===== src/rtl/csr_access_ctrl_if.sv =====
// Bundle for csr_access_ctrl: EX request / WB response handshakes, flush and privilege inputs, CSR-file port.
// slave = controller view, master = pipeline + CSR-file view.
interface csr_access_ctrl_if #(
  parameter int CSR_NUM_W = 14
);
  logic                 req_valid;
  logic                 req_ready;
  logic [1:0]           req_op;
  logic [CSR_NUM_W-1:0] req_num;
  logic [31:0]          req_wdata;
  logic [31:0]          req_wmask;

  logic                 resp_valid;
  logic                 resp_ready;
  logic [31:0]          resp_rdata;
  logic                 resp_err;

  logic                 flush;
  logic [1:0]           current_plv;

  logic                 csr_re;
  logic [31:0]          csr_num;
  logic [31:0]          csr_rvalue;
  logic [3:0]           csr_we;
  logic [31:0]          csr_wmask;
  logic [31:0]          csr_wvalue;

  modport slave (
    input  req_valid, req_op, req_num, req_wdata, req_wmask,
    input  resp_ready, flush, current_plv, csr_rvalue,
    output req_ready, resp_valid, resp_rdata, resp_err,
    output csr_re, csr_num, csr_we, csr_wmask, csr_wvalue
  );

  modport master (
    output req_valid, req_op, req_num, req_wdata, req_wmask,
    output resp_ready, flush, current_plv, csr_rvalue,
    input  req_ready, resp_valid, resp_rdata, resp_err,
    input  csr_re, csr_num, csr_we, csr_wmask, csr_wvalue
  );
endinterface


===== src/rtl/csr_access_ctrl.sv =====
// CSR access sequencer: accept CSRRD/CSRWR/CSRXCHG, 1-cycle read then optional masked write, return old value.
// Optional privilege check enabled by defining CSR_ACC_PRIV_CHK_EN.
module csr_access_ctrl #(
  parameter int         CSR_NUM_W = 14,
  parameter logic [1:0] REQ_PLV   = 2'd0
) (
  input logic               clk,
  input logic               reset,
  csr_access_ctrl_if.slave  io_csr
);

  typedef enum logic [1:0] {
    S_IDLE,
    S_READ,
    S_WRITE,
    S_RESP
  } state_t;

  localparam logic [1:0] OP_RD  = 2'b00;
  localparam logic [1:0] OP_WR  = 2'b01;
  localparam logic [1:0] OP_ILL = 2'b11;

  state_t               r_state;
  state_t               w_next;
  logic [1:0]           r_op;
  logic [CSR_NUM_W-1:0] r_num;
  logic [31:0]          r_wdata;
  logic [31:0]          r_mask;
  logic [31:0]          r_rdata;
  logic                 r_err;

  logic                 w_req_ready;
  logic                 w_accept;
  logic                 w_illegal;
  logic [31:0]          w_num_ext;
  logic                 w_resp_valid;
  logic [31:0]          w_resp_rdata;
  logic                 w_resp_err;
  logic                 w_csr_re;
  logic [31:0]          w_csr_num;
  logic [3:0]           w_csr_we;
  logic [31:0]          w_csr_wmask;
  logic [31:0]          w_csr_wvalue;

`ifdef CSR_ACC_PRIV_CHK_EN
  assign w_illegal = (io_csr.req_op == OP_ILL) || (io_csr.current_plv != REQ_PLV);
`else
  logic w_unused_plv;
  assign w_unused_plv = ^{io_csr.current_plv, REQ_PLV};
  assign w_illegal    = (io_csr.req_op == OP_ILL);
`endif

  assign w_accept  = io_csr.req_valid && w_req_ready;
  assign w_num_ext = {{(32 - CSR_NUM_W){1'b0}}, r_num};

  always_ff @(posedge clk) begin
    if (reset) begin
      r_state <= S_IDLE;
      r_op    <= 2'b00;
      r_num   <= '0;
      r_wdata <= 32'h0;
      r_mask  <= 32'h0;
      r_rdata <= 32'h0;
      r_err   <= 1'b0;
    end else begin
      r_state <= w_next;
      if (w_accept) begin
        r_op    <= io_csr.req_op;
        r_num   <= io_csr.req_num;
        r_wdata <= io_csr.req_wdata;
        r_mask  <= io_csr.req_wmask;
        r_rdata <= 32'h0;
        r_err   <= w_illegal;
      end
      if ((r_state == S_READ) && !io_csr.flush) begin
        r_rdata <= io_csr.csr_rvalue;
      end
    end
  end

  always_comb begin
    w_next       = r_state;
    w_req_ready  = 1'b0;
    w_resp_valid = 1'b0;
    w_resp_rdata = 32'h0;
    w_resp_err   = 1'b0;
    w_csr_re     = 1'b0;
    w_csr_num    = 32'h0;
    w_csr_we     = 4'h0;
    w_csr_wmask  = 32'h0;
    w_csr_wvalue = 32'h0;
    case (r_state)
      S_IDLE: begin
        w_req_ready = 1'b1;
        if (io_csr.req_valid) begin
          w_next = w_illegal ? S_RESP : S_READ;
        end
      end
      S_READ: begin
        w_csr_re  = 1'b1;
        w_csr_num = w_num_ext;
        w_next    = (r_op == OP_RD) ? S_RESP : S_WRITE;
      end
      S_WRITE: begin
        w_csr_num    = w_num_ext;
        w_csr_we     = 4'hF;
        w_csr_wmask  = (r_op == OP_WR) ? 32'hFFFF_FFFF : r_mask;
        w_csr_wvalue = r_wdata;
        w_next       = S_RESP;
      end
      S_RESP: begin
        w_resp_valid = 1'b1;
        w_resp_rdata = r_rdata;
        w_resp_err   = r_err;
        if (io_csr.resp_ready) begin
          w_next = S_IDLE;
        end
      end
      default: w_next = S_IDLE;
    endcase
    // Flush wins over everything: no CSR side effect and no response may escape this cycle.
    if (io_csr.flush) begin
      w_next       = S_IDLE;
      w_req_ready  = 1'b0;
      w_resp_valid = 1'b0;
      w_resp_rdata = 32'h0;
      w_resp_err   = 1'b0;
      w_csr_re     = 1'b0;
      w_csr_num    = 32'h0;
      w_csr_we     = 4'h0;
      w_csr_wmask  = 32'h0;
      w_csr_wvalue = 32'h0;
    end
  end

  assign io_csr.req_ready  = w_req_ready;
  assign io_csr.resp_valid = w_resp_valid;
  assign io_csr.resp_rdata = w_resp_rdata;
  assign io_csr.resp_err   = w_resp_err;
  assign io_csr.csr_re     = w_csr_re;
  assign io_csr.csr_num    = w_csr_num;
  assign io_csr.csr_we     = w_csr_we;
  assign io_csr.csr_wmask  = w_csr_wmask;
  assign io_csr.csr_wvalue = w_csr_wvalue;

endmodule

===== src/flat_wrapper.sv =====
// flat-port wrapper written by rule: the top's interface ports become plain ports
module csr_access_ctrl_flat 
#(
  parameter int         CSR_NUM_W = 14,
  parameter logic [1:0] REQ_PLV   = 2'd0
)
  (clk, reset, io_csr_req_valid, io_csr_req_op, io_csr_req_num, io_csr_req_wdata, io_csr_req_wmask, io_csr_resp_ready, io_csr_flush, io_csr_current_plv, io_csr_csr_rvalue, io_csr_req_ready, io_csr_resp_valid, io_csr_resp_rdata, io_csr_resp_err, io_csr_csr_re, io_csr_csr_num, io_csr_csr_we, io_csr_csr_wmask, io_csr_csr_wvalue);
  csr_access_ctrl_if #(.CSR_NUM_W(CSR_NUM_W)) io_csr_i ();
  input logic clk;
  input logic reset;
  input wire logic [$bits(io_csr_i.req_valid)-1:0] io_csr_req_valid;
  input wire logic [$bits(io_csr_i.req_op)-1:0] io_csr_req_op;
  input wire logic [$bits(io_csr_i.req_num)-1:0] io_csr_req_num;
  input wire logic [$bits(io_csr_i.req_wdata)-1:0] io_csr_req_wdata;
  input wire logic [$bits(io_csr_i.req_wmask)-1:0] io_csr_req_wmask;
  input wire logic [$bits(io_csr_i.resp_ready)-1:0] io_csr_resp_ready;
  input wire logic [$bits(io_csr_i.flush)-1:0] io_csr_flush;
  input wire logic [$bits(io_csr_i.current_plv)-1:0] io_csr_current_plv;
  input wire logic [$bits(io_csr_i.csr_rvalue)-1:0] io_csr_csr_rvalue;
  output wire logic [$bits(io_csr_i.req_ready)-1:0] io_csr_req_ready;
  output wire logic [$bits(io_csr_i.resp_valid)-1:0] io_csr_resp_valid;
  output wire logic [$bits(io_csr_i.resp_rdata)-1:0] io_csr_resp_rdata;
  output wire logic [$bits(io_csr_i.resp_err)-1:0] io_csr_resp_err;
  output wire logic [$bits(io_csr_i.csr_re)-1:0] io_csr_csr_re;
  output wire logic [$bits(io_csr_i.csr_num)-1:0] io_csr_csr_num;
  output wire logic [$bits(io_csr_i.csr_we)-1:0] io_csr_csr_we;
  output wire logic [$bits(io_csr_i.csr_wmask)-1:0] io_csr_csr_wmask;
  output wire logic [$bits(io_csr_i.csr_wvalue)-1:0] io_csr_csr_wvalue;
  assign io_csr_i.req_valid = io_csr_req_valid;
  assign io_csr_i.req_op = io_csr_req_op;
  assign io_csr_i.req_num = io_csr_req_num;
  assign io_csr_i.req_wdata = io_csr_req_wdata;
  assign io_csr_i.req_wmask = io_csr_req_wmask;
  assign io_csr_i.resp_ready = io_csr_resp_ready;
  assign io_csr_i.flush = io_csr_flush;
  assign io_csr_i.current_plv = io_csr_current_plv;
  assign io_csr_i.csr_rvalue = io_csr_csr_rvalue;
  assign io_csr_req_ready = io_csr_i.req_ready;
  assign io_csr_resp_valid = io_csr_i.resp_valid;
  assign io_csr_resp_rdata = io_csr_i.resp_rdata;
  assign io_csr_resp_err = io_csr_i.resp_err;
  assign io_csr_csr_re = io_csr_i.csr_re;
  assign io_csr_csr_num = io_csr_i.csr_num;
  assign io_csr_csr_we = io_csr_i.csr_we;
  assign io_csr_csr_wmask = io_csr_i.csr_wmask;
  assign io_csr_csr_wvalue = io_csr_i.csr_wvalue;
  csr_access_ctrl #(.CSR_NUM_W(CSR_NUM_W), .REQ_PLV(REQ_PLV)) u_core (.clk(clk), .reset(reset), .io_csr(io_csr_i));
endmodule

===== config.mk =====
export PLATFORM = sky130hd
export DESIGN_NAME = csr_access_ctrl_flat
export DESIGN_NICKNAME = d
export VERILOG_FILES = /design/src/rtl/csr_access_ctrl_if.sv /design/src/rtl/csr_access_ctrl.sv /design/src/flat_wrapper.sv
export SDC_FILE = /design/constraint.sdc
export NUM_CORES = 1
export LEC_CHECK = 0
export CORE_MARGIN = 3
export CORE_UTILIZATION = 42
export CTS_BUF_LIST = sky130_fd_sc_hd__clkbuf_4 sky130_fd_sc_hd__clkbuf_8
export DETAILED_ROUTE_END_ITERATION = 7
export PLACE_DENSITY = 0.8
export SLEW_MARGIN = 0
export SYNTH_ARGS = -nofsm -noshare
export SYNTH_HDL_FRONTEND = slang
export SYNTH_SLANG_ARGS = --single-unit

===== constraint.sdc =====
create_clock -name clk -period 2.4 [get_ports clk]
set_input_delay 0.72 -clock clk [delete_from_list [all_inputs] [get_ports clk]]
set_output_delay 0.72 -clock clk [all_outputs]
set_load 0.02 [all_outputs]

== Word level (Yosys, flattened, before mapping) ==
Index checks and enable logic that the tools add are counted.

* Equality and inequality tests: 7
* Mux-type cells: 26
* Reduce and logical (&&, ||, !) cells: 9

{| class="wikitable"
|+ Operator list
! operator !! number
|-
| 32-bit 2-to-1 mux || 9
|-
| 14-bit 2-to-1 mux || 2
|-
| 1-bit 2-to-1 mux || 9
|-
| 4-bit 2-to-1 mux || 2
|-
| 2-bit one-hot mux with 4 select lines || 1
|-
| 2-bit equality test, second input constant || 3
|-
| 2-bit 2-to-1 mux || 3
|-
| 2-bit by 1-bit equality test with 1-bit output, second input constant || 2
|-
| 2-bit zero test || 2
|-
| 2-bit inequality test, second input constant || 2
|-
| 2-bit OR reduction || 2
|-
| 1-bit logical AND || 2
|-
| 2-bit AND reduction || 1
|-
| 2-bit nonzero test || 1
|-
| 1-bit zero test || 1
|}

* Flip-flop bits (word level): 115
* Word-level logic and storage cells: 49
* Output and inout bits: 136
* Input port bits: 119

== Longest topological paths before layout ==
* Depth in word-level cells: 6
* Depth in mapped cells: 8
* Depth with buffers taken out: 6

== Worst setup path after synthesis ==
Ideal clock, no wire load.

* Path kind: in2out
* Start: input io_csr_flush
* End: output io_csr_csr_wvalue[22]
* Data arrival time: 1.572 ns
* Path slack: 0.108 ns
* Required time: 1.680 ns
* Path buffers: 2
* Cell stages on the path: 5
* Cells stage by stage: nand2b_1 > buf_2 > inv_1 > buf_2 > and2_1

* Cells in the longest elaborated chain, start to end: 1

{| class="wikitable"
|+ Ends and longest elaborated chain
! item !! line !! text
|-
| from (decl) || flat_wrapper.sv:17 || <nowiki>input wire logic [$bits(io_csr_i.flush)-1:0] io_csr_flush;</nowiki>
|-
| 32-bit 2-to-1 mux || csr_access_ctrl.sv:122 || <nowiki>if (io_csr.flush) begin</nowiki>
|-
| to (decl) || flat_wrapper.sv:28 || <nowiki>output wire logic [$bits(io_csr_i.csr_wvalue)-1:0] io_csr_csr_wvalue;</nowiki>
|}

Every way passes these cells.

== Worst setup path after layout ==
* Start: register u_core.r_state[1]
* End: output io_csr_csr_num[7]

* Cells in the longest elaborated chain, start to end: 4
* Elaborated cells between the ends (all ways): 5
* Those cells by class: eq/ne (2); mux (2); reduce/logical (1)

{| class="wikitable"
|+ Ends and longest elaborated chain
! item !! line !! text
|-
| from (decl) || csr_access_ctrl.sv:23 || <nowiki>state_t r_state;</nowiki>
|-
| from (signal assigned) || csr_access_ctrl.sv:66 || <nowiki>r_state <= w_next;</nowiki>
|-
| 2-bit equality test / 2-bit by 1-bit equality test with 1-bit output (equally long branches) || csr_access_ctrl.sv:92 || <nowiki>case (r_state)</nowiki>
|-
| 2-bit OR reduction (no source line) * || n/a ||
|-
| 14-bit 2-to-1 mux * || csr_access_ctrl.sv:92 ||
|-
| 14-bit 2-to-1 mux * || csr_access_ctrl.sv:122 ||
|-
| to (decl) || flat_wrapper.sv:25 || <nowiki>output wire logic [$bits(io_csr_i.csr_num)-1:0] io_csr_csr_num;</nowiki>
|}

Mark *: on every way between the ends. The rest lies on a longest branch, timed or not.

==> flow_metrics.py <==
metrics = {
    "synth": {
        "synthTopCellsByArea": "dfxtp_1, nand2_1, and2_1",
        "synthFlopType": "dfxtp_1",
        "synthArstFlopShare": 0,
        "synth_common_cells": "nand2_1, dfxtp_1, a21oi_1, and2_1, nor2_1",
        "netlist_area_mm2": 0.00529,
        "ys_types": 27,
        "ys_warn_count": 0,
        "synth_seq_area_share": 0.435,
        "synth.most_common_cell": "nand2_1",
        "synth_top_area_cell": "dfxtp_1",
        "yosysTopAreaCellShare": 0.435,
        "syn_inst": 705,
        "avgSynthCellArea_um2": 7.51,
        "synth-edff-count": 0,
        "yosys_register_bits": 115,
    },
    "route": {
        "top_layer": "met4",
        "met3_length_um": 1480,
        "vias_per_cell": 4.80,
        "route.met2.wl_um": 8560,
        "drt-met1-wl_um": 6680,
        "drt-initial-drc-count": 346,
        "num_vias": 5350,
        "drt_wl_total_um": 17000,
        "drc": 0,
        "ant_nets": 0,
        "routedWlPerCell_um": 15.2,
        "dr.pass1.iters": 5,
    },
    "grt": {
        "grt_util_all_layers": 0.223,
        "grt_start_max_net_pins": 49,
        "grt_overflow": 0,
        "grt_antenna_before_repair": 0,
        "grt_pass1_vias": 5028,
        "grt_first_pass_wirelength_um": 25200,
    },
    "power_and_ir_drop": {
        "powerDensity_mw_per_mm2": 519,
        "power_frac_clock": 0.374,
        "power.share.sequential": 0.468,
        "power_switching_mw": 1.13,
        "ir_drop_uv": 393,
        "power_frac_comb": 0.158,
        "netSwitchingFraction": 0.260,
        "leakagePower_nw": 3.41,
        "internal_power_mw": 3.22,
    },
    "die": {
        "pin_count": 255,
        "die_w_um": 118,
        "fp.dieArea_mm2": 0.0140,
        "rows": 40,
        "die_h_um": 118,
        "initial_core_util": 0.435,
        "core-area_mm2": 0.0122,
    },
    "outcome": {
        "status": "finished, violations left",
        "failed_checks": "negative setup slack",
    },
    "final_layout": {
        "diodes": 0,
        "final_nets": 1058,
        "synthToLayoutAreaGrowth_pct": 58.6,
        "drive_above_1_share": 0.303,
        "postLayoutCoreUtil": 0.690,
        "final_cell_area_mm2": 0.00839,
    },
    "setup_path": {
        "crit_type": "flop to output pin",
        "critPathMostFrequentCell": "buf_6",
        "max_stage_delay_ns": 0.41,
        "critPathMaxFanout": 5,
        "end_kind": "output pin",
        "cp_data_required_time_ns": 1.68,
        "path_cells": "inv_4 -> ha_4 -> nor2b_4 -> buf_6 -> and2_4 -> buf_6",
        "crit_path_start_kind": "flop",
        "critPathSlowestCell": "dfxtp_4",
        "cp.arrival_ns": 1.74,
        "crit_family": "flip-flops",
        "critPathBufInv": 3,
    },
    "timing": {
        "slew_violations": 0,
        "rsz0062_at_grt": "yes",
        "slew_headroom": 0.629,
        "finalCritPeriodShare": 1.02,
        "hold_viol": 0,
        "report.final.setup_viol": 47,
        "skew_ns": 0.00983,
        "period_needed_ns": 2.46,
        "worstMarginPinSlew_ns": 0.557,
        "holdWs_ns": 0.454,
        "setup_ws_ns": -0.0559,
        "fmax_mhz": 407,
    },
    "min_path": {
        "hold_path_class": "flop to flop",
    },
    "place": {
        "dpl.hpwl_um": 10500,
        "dpl_cell_area_mm2": 0.00768,
        "routabilityCongestion": 0.796,
        "place.port_buffers": 234,
    },
    "cts": {
        "clock-sinks": 115,
        "htree_levels": 4,
        "cts_tree": "built",
        "cts_buffers": 17,
        "insertion_delay_ns": 0.44,
        "clockRootBuffer": "clkbuf_8",
        "clockBufferDepth": 2,
        "path_clk_slew_ns": 0.07,
    },
    "job": {
        "drv_cap": 0,
    },
}
[per-stage QoR]
step / instances / power [mW] / worst slack, ns / setup TNS [ns]
2_1_floorplan: 722 / 2.43 / 0.108 / 0
3_3_place_gp: 1069 / 2.71 / -0.758 / -82.05
3_5_place_dp: 1069 / 2.71 / -0.772 / -83.27
6_report: 1115 / 4.36 / -0.0559 / -0.948
4_1_cts: 1108 / 4.36 / -0.0692 / -2.32
5_1_grt: 1115 / 4.54 / -0.125 / -5.21
[per-layer routing]
metal	vias up	track usage
met5	-	0
met2	207	0.375
met4	0	0.0784
met3	20	0.0804
li1	2669	-
met1	2454	0.261
[tightest hold or removal path, delay by kind of cell, from the launching register on]
family	cells	cell delay, ns
AO/OA/AOI/OAI	1	0.05
AND/OR/NAND/NOR	1	0.05
flip-flops	1	0.31
[area by class of cell]
class,count,area [um^2]
Clock buffer,27,334
Clock inverter,5,25.0
Fill cell,993,3770
Inverter,4,35.0
Multi-Input combinational cell,526,2770
Sequential cell,115,2310
Tap cell,168,210
Timing Repair Buffer,270,2700
[worst paths after layout]
path | startpoint | end | slack, ns | depth (start not counted)
setup / recovery | u_core.r_state[1] | io_csr_csr_num[7] | -0.06 | 6
hold / removal | u_core.r_wdata[31] | u_core.r_wdata[31] | 0.45 | 2
setup reg to reg | u_core.r_state[1] | u_core.r_rdata[10] | 0.71 | 7
hold reg to reg | u_core.r_wdata[31] | u_core.r_wdata[31] | 0.45 | 2
[cell usage in the layout (no fill, tap or decap), drive strengths merged]
| cell | instances |
|---|---|
| and2 | 79 |
| a21oi | 113 |
| conb | 18 |
| nand3 | 33 |
| nand3b | 1 |
| ha | 5 |
| dlygate4sd2 | 1 |
| nand2b | 3 |
| clkbuf | 32 |
| nor2b | 7 |
| dfxtp | 115 |
| a2111oi | 1 |
| clkinv | 6 |
| buf | 150 |
| nand2 | 193 |
| o21a | 1 |
| nor3b | 1 |
| clkdlybuf4s50 | 114 |
| inv | 3 |
| and3b | 1 |
| o31a | 1 |
| nor4 | 2 |
| a31oi | 1 |
| nor2 | 66 |
[what timing repair did]
item                                    in CTS  in global routing
hold buffers                                 0                  0
gates cloned                                 3                  6
buffers inserted                             4                  2
pin swaps                                   14                 18
resized for setup                          547                171
endpoints found under the setup margin     118                110
[power groups by stage]
stage               Clock [mW]  Sequential [mW]  Combinational, mW
finish                    1.63             2.04              0.687
global route              1.74             2.05              0.748
global placement             0             2.07              0.635
CTS                       1.65             2.03              0.669
detailed placement           0             2.07              0.641
floorplan                    0             2.06              0.368
[kinds of logic after synthesis]
| kind of cell | count (synthesis) | synth area share |
|---|---|---|
| adders and majority gates | 5 | 0.0118 |
| DFF | 115 | 0.435 |
| and+or+nand+nor | 386 | 0.329 |
| buffers and inverters | 81 | 0.0957 |
| AOI/OAI and AO/OA | 117 | 0.127 |
| other | 1 | 0.000709 |
[state kept, by name, indices dropped and copies added, names as in the netlist]
register,count
u_core.r_wdata,32
u_core.r_mask,32
u_core.r_num,14
u_core.r_rdata,32
u_core.r_op,2
u_core.r_state,2
u_core.r_err,1
Note: power is estimated with default switching activity, not from simulation.
